<file path="config.mk">
export PLATFORM = sky130hd
export DESIGN_NAME = vga_frame_monitor
export DESIGN_NICKNAME = d
export VERILOG_FILES = /design/src/rtl/vga_frame_monitor.sv
export SDC_FILE = /design/constraint.sdc
export NUM_CORES = 1
export LEC_CHECK = 0
export CAP_MARGIN = 20
export CORE_AREA = 2 2 184 186
export CTS_BUF_LIST = sky130_fd_sc_hd__clkbuf_4
export DETAILED_ROUTE_END_ITERATION = 10
export DIE_AREA = 0 0 186 188
export PLACE_DENSITY = 0.47
export SLEW_MARGIN = 30
export SYNTH_ARGS = -nofsm -noshare
export SYNTH_HDL_FRONTEND = slang
export SYNTH_SLANG_ARGS = --single-unit
</file>
<file path="constraint.sdc">
create_clock -name clk -period 5.7 [get_ports clk]
set_input_delay 0.57 -clock clk [delete_from_list [all_inputs] [get_ports clk]]
set_output_delay 0.57 -clock clk [all_outputs]
set_load 0.03 [all_outputs]
</file>
<file path="src/rtl/vga_frame_monitor.sv">
// ============================================================================
// Module  : vga_frame_monitor
// Purpose : Receive-side VGA checker: line/frame geometry, sync widths, loss of
//           sync and per-frame CRC-16 of active pixels, readable over Avalon-MM.
// Revision: 1.0 - initial release
// ============================================================================
`default_nettype none

module vga_frame_monitor #(
    parameter int H_ACTIVE   = 640,
    parameter int V_ACTIVE   = 480,
    parameter int HSYNC_PX   = 96,
    parameter int VSYNC_LN   = 2,
    parameter int TIMEOUT_PX = 1024
) (
    input  logic        clk,
    input  logic        reset,
    input  logic        chipselect,
    input  logic        write,
    input  logic [2:0]  address,
    input  logic [31:0] writedata,
    output logic [31:0] readdata,
    input  logic        VGA_CLK,
    input  logic        VGA_HS,
    input  logic        VGA_VS,
    input  logic        VGA_BLANK_n,
    input  logic [7:0]  VGA_R,
    input  logic [7:0]  VGA_G,
    input  logic [7:0]  VGA_B
);

    localparam logic [0:0] S_IDLE   = 1'b0;
    localparam logic [0:0] S_SYNCED = 1'b1;
    localparam int         TO_W     = $clog2(TIMEOUT_PX + 1);
    localparam logic [TO_W-1:0] TO_MAX = TO_W'(TIMEOUT_PX);
    localparam logic [9:0] SAT10    = 10'h3FF;

    logic [0:0]      state_q, state_d;
    logic            vga_clk_q, hs_q, vs_q;
    logic [9:0]      line_px_q, line_px_d, lines_q, lines_d;
    logic [9:0]      hs_cnt_q, hs_cnt_d, vs_lines_q, vs_lines_d;
    logic [TO_W-1:0] to_cnt_q, to_cnt_d;
    logic [15:0]     crc_q, crc_d, last_crc_q, last_crc_d;
    logic [9:0]      last_width_q, last_width_d, last_height_q, last_height_d;
    logic [31:0]     frame_count_q, frame_count_d;
    logic [4:0]      err_q, err_d, new_err;
    logic [15:0]     err_count_q, err_count_d;
    logic [31:0]     readdata_q, readdata_d;

    logic ps, act, hs_fall, hs_rise, vs_fall, vs_rise, clr;
    logic synced, sync_acq, timeout_ev;
    logic [14:0] pix;
    logic unused_ok;

    assign ps      = VGA_CLK & ~vga_clk_q;
    assign act     = ps & VGA_BLANK_n;
    assign hs_fall = ps & hs_q & ~VGA_HS;
    assign hs_rise = ps & ~hs_q & VGA_HS;
    assign vs_fall = ps & vs_q & ~VGA_VS;
    assign vs_rise = ps & ~vs_q & VGA_VS;
    assign pix     = {VGA_R[7:3], VGA_G[7:3], VGA_B[7:3]};
    assign clr     = chipselect & write & (address == 3'd0) & writedata[0];
    assign unused_ok = ^{writedata[31:1], VGA_R[2:0], VGA_G[2:0], VGA_B[2:0]};
    assign readdata  = readdata_q;

    // CRC-16-CCITT over 15 bits, MSB first, unrolled into one clock
    function automatic logic [15:0] crc15_step(input logic [15:0] crc, input logic [14:0] d);
        logic [15:0] c;
        c = crc;
        for (int i = 14; i >= 0; i--) begin
            c = {c[14:0], 1'b0} ^ ((c[15] ^ d[i]) ? 16'h1021 : 16'h0000);
        end
        return c;
    endfunction

    always_ff @(posedge clk or posedge reset) begin
        if (reset) begin
            state_q <= S_IDLE;
        end else begin
            state_q <= state_d;
        end
    end

    always_comb begin
        state_d = state_q;
        case (state_q)
            S_IDLE:   if (vs_fall) state_d = S_SYNCED;
            S_SYNCED: if (to_cnt_q == TO_MAX) state_d = S_IDLE;
            default:  state_d = S_IDLE;
        endcase
    end

    always_comb begin
        synced     = 1'b0;
        sync_acq   = 1'b0;
        timeout_ev = 1'b0;
        case (state_q)
            S_IDLE:   sync_acq = vs_fall;
            S_SYNCED: begin
                synced     = 1'b1;
                timeout_ev = (to_cnt_q == TO_MAX);
            end
            default:  ;
        endcase
    end

    always_comb begin
        line_px_d     = line_px_q;
        lines_d       = lines_q;
        hs_cnt_d      = hs_cnt_q;
        vs_lines_d    = vs_lines_q;
        to_cnt_d      = to_cnt_q;
        crc_d         = crc_q;
        last_width_d  = last_width_q;
        last_height_d = last_height_q;
        last_crc_d    = last_crc_q;
        frame_count_d = frame_count_q;
        new_err       = 5'b0;

        if (act) begin
            if (line_px_q != SAT10) line_px_d = line_px_q + 10'd1;
            crc_d = crc15_step(crc_q, pix);
        end
        if (ps && to_cnt_q != TO_MAX) to_cnt_d = to_cnt_q + 1'b1;
        if (ps && !VGA_HS && hs_cnt_q != SAT10) hs_cnt_d = hs_cnt_q + 10'd1;

        if (hs_fall) begin
            if (line_px_q != 10'd0) begin
                if (lines_q != SAT10) lines_d = lines_q + 10'd1;
                new_err[0]   = synced && (line_px_q != 10'(H_ACTIVE));
                last_width_d = line_px_q;
            end
            line_px_d = 10'd0;
            // The falling strobe itself is the first low strobe of the pulse
            hs_cnt_d  = 10'd1;
            to_cnt_d  = '0;
        end
        if (hs_rise) new_err[2] = synced && (hs_cnt_q != 10'(HSYNC_PX));

        if (vs_fall) begin
            if (synced) begin
                last_height_d = lines_d;
                last_crc_d    = crc_d;
                frame_count_d = frame_count_q + 32'd1;
                new_err[1]    = (lines_d != 10'(V_ACTIVE));
            end
            lines_d    = 10'd0;
            crc_d      = 16'hFFFF;
            vs_lines_d = 10'd0;
        end
        if (hs_fall && !VGA_VS && vs_lines_d != SAT10) vs_lines_d = vs_lines_d + 10'd1;
        if (vs_rise) new_err[3] = synced && (vs_lines_q != 10'(VSYNC_LN));

        new_err[4] = timeout_ev;
        if (sync_acq) to_cnt_d = '0;
    end

    // A new error in the same clock as a clear survives and counts as one
    always_comb begin
        err_d       = (clr ? 5'b0 : err_q) | new_err;
        err_count_d = err_count_q;
        if (clr) begin
            err_count_d = (|new_err) ? 16'd1 : 16'd0;
        end else if ((|new_err) && err_count_q != 16'hFFFF) begin
            err_count_d = err_count_q + 16'd1;
        end
    end

    always_comb begin
        readdata_d = readdata_q;
        if (chipselect && !write) begin
            case (address)
                3'd0:    readdata_d = {26'd0, err_q, synced};
                3'd1:    readdata_d = {6'd0, last_height_q, 6'd0, last_width_q};
                3'd2:    readdata_d = {16'd0, last_crc_q};
                3'd3:    readdata_d = frame_count_q;
                3'd4:    readdata_d = {16'd0, err_count_q};
                default: readdata_d = 32'd0;
            endcase
        end
    end

    always_ff @(posedge clk or posedge reset) begin
        if (reset) begin
            vga_clk_q     <= 1'b0;
            hs_q          <= 1'b1;
            vs_q          <= 1'b1;
            line_px_q     <= 10'd0;
            lines_q       <= 10'd0;
            hs_cnt_q      <= 10'd0;
            vs_lines_q    <= 10'd0;
            to_cnt_q      <= '0;
            crc_q         <= 16'hFFFF;
            last_crc_q    <= 16'd0;
            last_width_q  <= 10'd0;
            last_height_q <= 10'd0;
            frame_count_q <= 32'd0;
            err_q         <= 5'd0;
            err_count_q   <= 16'd0;
            readdata_q    <= 32'd0;
        end else begin
            vga_clk_q     <= VGA_CLK;
            if (ps) begin
                hs_q <= VGA_HS;
                vs_q <= VGA_VS;
            end
            line_px_q     <= line_px_d;
            lines_q       <= lines_d;
            hs_cnt_q      <= hs_cnt_d;
            vs_lines_q    <= vs_lines_d;
            to_cnt_q      <= to_cnt_d;
            crc_q         <= crc_d;
            last_crc_q    <= last_crc_d;
            last_width_q  <= last_width_d;
            last_height_q <= last_height_d;
            frame_count_q <= frame_count_d;
            err_q         <= err_d;
            err_count_q   <= err_count_d;
            readdata_q    <= readdata_d;
        end
    end

endmodule

`default_nettype wire

</file>
# Word level (Yosys, flattened, before mapping)
# Index checks and enable logic that the tools add are counted.
# op_classes
addsub,7
n_mul,0
div,0
magnitude_cmp,0
n_eq_ne,15
shifts,0
mux,48
bitwise,50
n_reduce_logical,24
# ops
cell,n
16-bit by 13-bit bitwise XOR with 16-bit output,15
13-bit 2-to-1 mux,15
32-bit one-hot mux with 5 select lines,1
10-bit 2-to-1 mux,11
16-bit 2-to-1 mux,4
"10-bit inequality test, second input constant",5
"10-bit by 1-bit adder with 10-bit output, second input constant",4
11-bit 2-to-1 mux,3
"32-bit by 1-bit adder with 32-bit output, second input constant",1
"16-bit by 1-bit adder with 16-bit output, second input constant",1
"16-bit inequality test, second input constant",1
1-bit bitwise XOR,15
1-bit bitwise AND,13
1-bit 2-to-1 mux,12
"11-bit by 1-bit adder with 11-bit output, second input constant",1
"11-bit == test, second input constant",1
"11-bit inequality test, second input constant",1
1-bit logical AND,10
"10-bit by 2-bit inequality test with 1-bit output, second input constant",1
"10-bit by 7-bit inequality test with 1-bit output, second input constant",1
"10-bit by 9-bit inequality test with 1-bit output, second input constant",1
10-bit nonzero test,1
2-bit nonzero test,4
"3-bit by 2-bit == test with 1-bit output, second input constant",2
other kinds (11),20
# word_totals
register_bits,192
latch_bits,0
ram_bits,0
mem_bits_ro,0
input_bits,67
out_inout_bits,32
word_cells,161
mem_count,0

# Longest topological paths before layout
# depth
ltp_word,47
ltp_mapped,12
mapped_depth_nobuf,10

# Least setup slack after synthesis
# Ideal clock, no wire load.
# synth_path
kind,reg2reg
from,reg lines_q[0]
to,reg err_count_q[7]
setup_time_ps,79
t_arrival_ps,2417
t_required_ps,5621
setup_slack_ps,3204
path_stages_with_launch,12
path_buffers,2
cell_sequence,dfrtp_1 ha_1 nand2_2 or3_1 buf_6 nand4_1 o211ai_2 o31ai_4 nand2_4 buf_6 nand4_1 mux2i_1
# synth_between
elab_chain_cells,10
elab_cells_between_ends,11
# synth_rtl
item,line_no,text
"start, declared",40,"logic [9:0] line_px_q, line_px_d, lines_q, lines_d;"
"start signal, assigned",208,lines_q <= lines_d;
10-bit by 1-bit adder with 10-bit output or 10-bit inequality test (tied branches),129,if (lines_q != SAT10) lines_d = lines_q + 10'd1;
10-bit 2-to-1 mux,129,
10-bit 2-to-1 mux,128,if (line_px_q != 10'd0) begin
10-bit 2-to-1 mux *,127,if (hs_fall) begin
10-bit by 9-bit inequality test with 1-bit output *,145,new_err[1] = (lines_d != 10'(V_ACTIVE));
1-bit 2-to-1 mux *,141,if (synced) begin
1-bit 2-to-1 mux *,140,if (vs_fall) begin
5-bit OR reduction *,164,end else if ((|new_err) && err_count_q != 16'hFFFF) begin
1-bit logical AND *,164,
2-bit nonzero test (no line) *,--,
"end signal, assigned",218,err_count_q <= err_count_d;
"end, declared",47,"logic [15:0] err_count_q, err_count_d;"
# Every way passes the cells marked *; elsewhere a longest branch is shown, timed or not.
# A chain may end at the register's enable or synchronous reset.

# Worst setup path in the final report
# layout_path
from,in VGA_CLK
to,reg vs_lines_q[7]
# layout_between
elab_chain_cells,7
elab_cells_between_ends,11
# layout_rtl
item,line_no,text
"start, declared",23,"input logic VGA_CLK,"
1-bit bitwise AND *,55,assign ps = VGA_CLK & ~vga_clk_q;
branches (longest 5 deep; another with 10-bit by 1-bit adder with 10-bit output),--,
10-bit 2-to-1 mux *,151,if (hs_fall && !VGA_VS && vs_lines_d != SAT10) vs_lines_d = vs_lines_d + 10'd1;
via vs_lines_d[7],41,"logic [9:0] hs_cnt_q, hs_cnt_d, vs_lines_q, vs_lines_d;"
"end signal, assigned",210,vs_lines_q <= vs_lines_d;
"end, declared",41,
# Mark *: on every way through the listed nets, which the timed path passes.

==> key figures <==
Run status
  • Status: finished, final reports clean

Synth
  • Instance count of the mapped netlist: 1,010
  • Number of synthesized flops with an enable pin: 0
  • Post-synth top area share: 44.6%
  • Unique cell type count in the Yosys netlist: 73
  • Commonest register cell after synthesis: sky130_fd_sc_hd__dfrtp_1
  • Biggest area contributors in the synthesized netlist: sky130_fd_sc_hd__dfrtp_1 (45%), sky130_fd_sc_hd__xnor2_1 (6.7%), sky130_fd_sc_hd__nand2_1 (5.9%), sky130_fd_sc_hd__dfstp_2 (4.8%), sky130_fd_sc_hd__mux2i_1 (4.4%)
  • Total of warnings raised by yosys: 0
  • Post-synthesis instance area: 9760 um^2
  • Portion of the post-synthesis area used by sequential elements: 49.4%
  • Post-Syn Area per Cell: 9.67 um^2
  • Net Count, Synth: 1,087
  • Share of async-settable or async-resettable flops after synthesis: 100%
  • Library cell occupying the most area in the post-synthesis netlist: sky130_fd_sc_hd__dfrtp_1
  • Synth Register Bits: 192

Critical path
  • Flop-to-flop setup slack: 2640 ps
  • Crit Path Max Fanout: 24
  • Type of destination of the critical path: flop
  • Path depth of the worst reg2reg path: 8
  • Top delay family on crit path: simple AND/OR/NAND/NOR gates
  • Worst EP required: 6220 ps
  • Max stage delay cell, worst path: sky130_fd_sc_hd__clkdlybuf4s50_1
  • CP peak stage delay: 630 ps
  • Critical path type: input port to flop
  • Critical register-to-register path startpoint: vga_clk_q
  • Arrival time of the worst setup path: 3700 ps
  • RR Endpoint: vs_lines_q[7]
  • Critical Path Source Type: input port
  • Buffering stage count on the worst path with inverters included: 1
  • Worst-path cell chain: clkdlybuf4s50_1 > nand2b_1 > or2_2 > and2_1 > ha_1 > a311oi_4 > nand4_1 > or3_1 > a21oi_1

CTS
  • Hold-fix buffers, CTS: 0
  • TritonCTS clock tree: done
  • Buffer cell driving the clock tree root: sky130_fd_sc_hd__clkbuf_4
  • H-tree depth reported by CTS: 4
  • Max clock buf depth: 2
  • Clock slew seen by the registers of the worst setup and hold paths: 200 ps
  • # Post-CTS Setup Buffers: 0
  • # resized after CTS: 0
  • Worst skew pair latency: 610 ps
  • Clock sinks: 192
  • Number of buffers created by CTS: 17

Routing
  • Post-route DRC violation count: 0
  • Sum of routed wire length over all layers: 23,600 um
  • Number of DRC markers after the initial detailed-route iteration: 448
  • Met2 wire len: 11,100 um
  • First-pass detailed-route iteration total: 5
  • Remaining number of nets flagged by the antenna check after routing: 0
  • Highest metal layer with signal wires: met4
  • Average wire per cell in the routed design: 15.6 um
  • Met3 routed wirelength: 665 um
  • Wl on met1: 11,700 um
  • Via-to-Cell Ratio: 4.65
  • Vias after detailed routing: 7,029

Power
  • Power after layout: 4070 uW
  • Peak ir drop on the vdd network: 195 uV
  • Power density normalized to cell area: 366 nW/um^2
  • Leakage component of the power: 0.00479 uW

GRT
  • First-pass GRT wire length: 39,100 um
  • Pin count of the biggest net entering global routing: 57
  • All-Layer GR Usage: 14.3%
  • Total global routing overflow: 0
  • Number of global-route vias before repair: 7,062
  • Number of antenna violations at the first check in global routing: 1

STA
  • Slew at the pin closest to its max-slew limit: 928 ps
  • Total of endpoints with negative setup slack in the final report: 0
  • Relative slew slack: 37.9%
  • Highest clock frequency the design can meet: 0.314 GHz
  • Final critical delay including setup and external delays: 3180 ps
  • Final-report max-slew violation count: 0
  • Worst hold slack across all endpoints: 434 ps
  • Setup ws final: 2520 ps
  • RSZ-0062 raised after global routing: false
  • Count of endpoints failing hold in the final timing report: 0
  • Post-Route Skew: 35.9 ps
  • Final setup TNS: 0 ps
  • Portion of the clock cycle consumed by the worst path in the final layout: 55.8%

Floorplan
  • Number of top-level pins: 99
  • Effective utilization at floorplan: 29.5%
  • Die width: 186 um
  • Number of placement rows: 67
  • Overall die area: 35,000 um^2
  • Area of the placeable core: 33,100 um^2
  • Die height: 188 um

Placed design
  • Half-perimeter wire length after placement: 16,700 um
  • Post-Place Cell Area: 10,800 um^2
  • Port Buffer Count: 58
  • Placer Congestion: 0.745
  • Setup slack at placement: 1740 ps

Layout
  • Fraction of layout cells with a size suffix above 1: 8.55%
  • Layout area overhead: 14.0%
  • Final layout net count: 1,128
  • Final instance area: 11,100 um^2

Flow run
  • Max-cap violations: 0

Min path
  • Min-delay worst type: input port to async pin
[metal layers]
layer | up-vias | global-route usage [%]
met2 | 81 | 22.8
met5 | - | 0
met1 | 3404 | 20.0
li1 | 3531 | -
met3 | 13 | 2.62
met4 | 0 | 3.18
[registers in the layout (all words and copies together), names as in the netlist]
| name | flops |
|---|---|
| frame_count_q | 32 |
| readdata | 32 |
| crc_q | 16 |
| err_count_q | 16 |
| last_crc_q | 16 |
| to_cnt_q | 11 |
| hs_cnt_q | 10 |
| last_height_q | 10 |
| last_width_q | 10 |
| line_px_q | 10 |
| lines_q | 10 |
| vs_lines_q | 10 |
| err_q | 5 |
| hs_q | 1 |
| state_q | 1 |
| vga_clk_q | 1 |
| vs_q | 1 |
[through the flow]
stage          util [%]  instances
3_5_place_dp       32.6       1480
4_1_cts            33.6       1512
6_report           33.6       1513
3_3_place_gp       32.6       1480
2_1_floorplan         -       1010
5_1_grt            33.6       1513
[area by class of cell]
cell class | count | area (um^2)
diodes | 1 | 2.50
clock buffers | 17 | 128
clock inverters | 15 | 213
fillers | 3425 | 22000
inverters | 22 | 86.3
multi-input cells | 749 | 4650
flip-flops and latches | 192 | 4830
well taps | 448 | 561
repair buffers | 69 | 658
[cells by family (layout without fill, tap and decap cells)]
kind of cell	Yosys count	count (layout)	synth area share, %
compound gates	157	157	10.2
xor+xnor	114	114	10.2
fa+ha+maj	10	10	1.28
buf+inv	69	123	2.96
flops	192	192	49.4
mux	46	46	4.87
other cells	0	1	0
simple gates	422	422	21.0
[placed cells by master, fill, tap and decap left out, types with 4 or more instances in the layout]
| master | count |
|---|---|
| sky130_fd_sc_hd__a21oi_1 | 49 |
| sky130_fd_sc_hd__a22o_1 | 13 |
| sky130_fd_sc_hd__a31oi_1 | 4 |
| sky130_fd_sc_hd__and2_1 | 6 |
| sky130_fd_sc_hd__and3_1 | 13 |
| sky130_fd_sc_hd__and4_1 | 4 |
| sky130_fd_sc_hd__buf_4 | 11 |
| sky130_fd_sc_hd__clkbuf_4 | 17 |
| sky130_fd_sc_hd__clkdlybuf4s50_1 | 57 |
| sky130_fd_sc_hd__dfrtp_1 | 174 |
| sky130_fd_sc_hd__dfstp_2 | 18 |
| sky130_fd_sc_hd__ha_1 | 10 |
| sky130_fd_sc_hd__inv_1 | 21 |
| sky130_fd_sc_hd__inv_8 | 4 |
| sky130_fd_sc_hd__mux2i_1 | 43 |
| sky130_fd_sc_hd__nand2_1 | 154 |
| sky130_fd_sc_hd__nand2b_1 | 11 |
| sky130_fd_sc_hd__nand3_1 | 34 |
| sky130_fd_sc_hd__nand4_1 | 31 |
| sky130_fd_sc_hd__nor2_1 | 103 |
| sky130_fd_sc_hd__nor2b_1 | 6 |
| sky130_fd_sc_hd__nor3_1 | 13 |
| sky130_fd_sc_hd__nor4_1 | 5 |
| sky130_fd_sc_hd__o21ai_0 | 59 |
| sky130_fd_sc_hd__o22ai_1 | 7 |
| sky130_fd_sc_hd__or3_1 | 13 |
| sky130_fd_sc_hd__xnor2_1 | 75 |
| sky130_fd_sc_hd__xor2_1 | 39 |
[synth_stat cells (all sizes together) (3+ instances only)]
cell type	n
dfrtp	174
nand2	156
nor2	105
xnor2	75
o21ai	60
a21oi	50
mux2i	43
xor2	39
nand3	35
clkbuf	34
nand4	31
inv	22
dfstp	18
and3	15
nor3	15
a22o	13
buf	13
or3	13
nand2b	11
ha	10
nor4	8
and2	7
o22ai	7
nor2b	6
a31oi	4
and4	4
a21bo	3
a21boi	3
nand3b	3
or2	3
[how the worst max path moves through the flow]
stage	start	end	slack, ps	depth (start not counted)
after global routing	VGA_CLK	vs_lines_q[9]	2320	9
after CTS	VGA_CLK	vs_lines_q[7]	2390	9
after floorplan	reset	err_count_q[0]	2670	1
after detailed placement	VGA_CLK	vs_lines_q[7]	1740	9
final	VGA_CLK	vs_lines_q[7]	2520	9
after global placement	VGA_CLK	vs_lines_q[8]	1820	10
[power by group]
part	internal, uW	switching [uW]
sequential	1640	219
clock	292	561
combinational	608	752
Note: power is estimated with default switching activity, not from simulation.
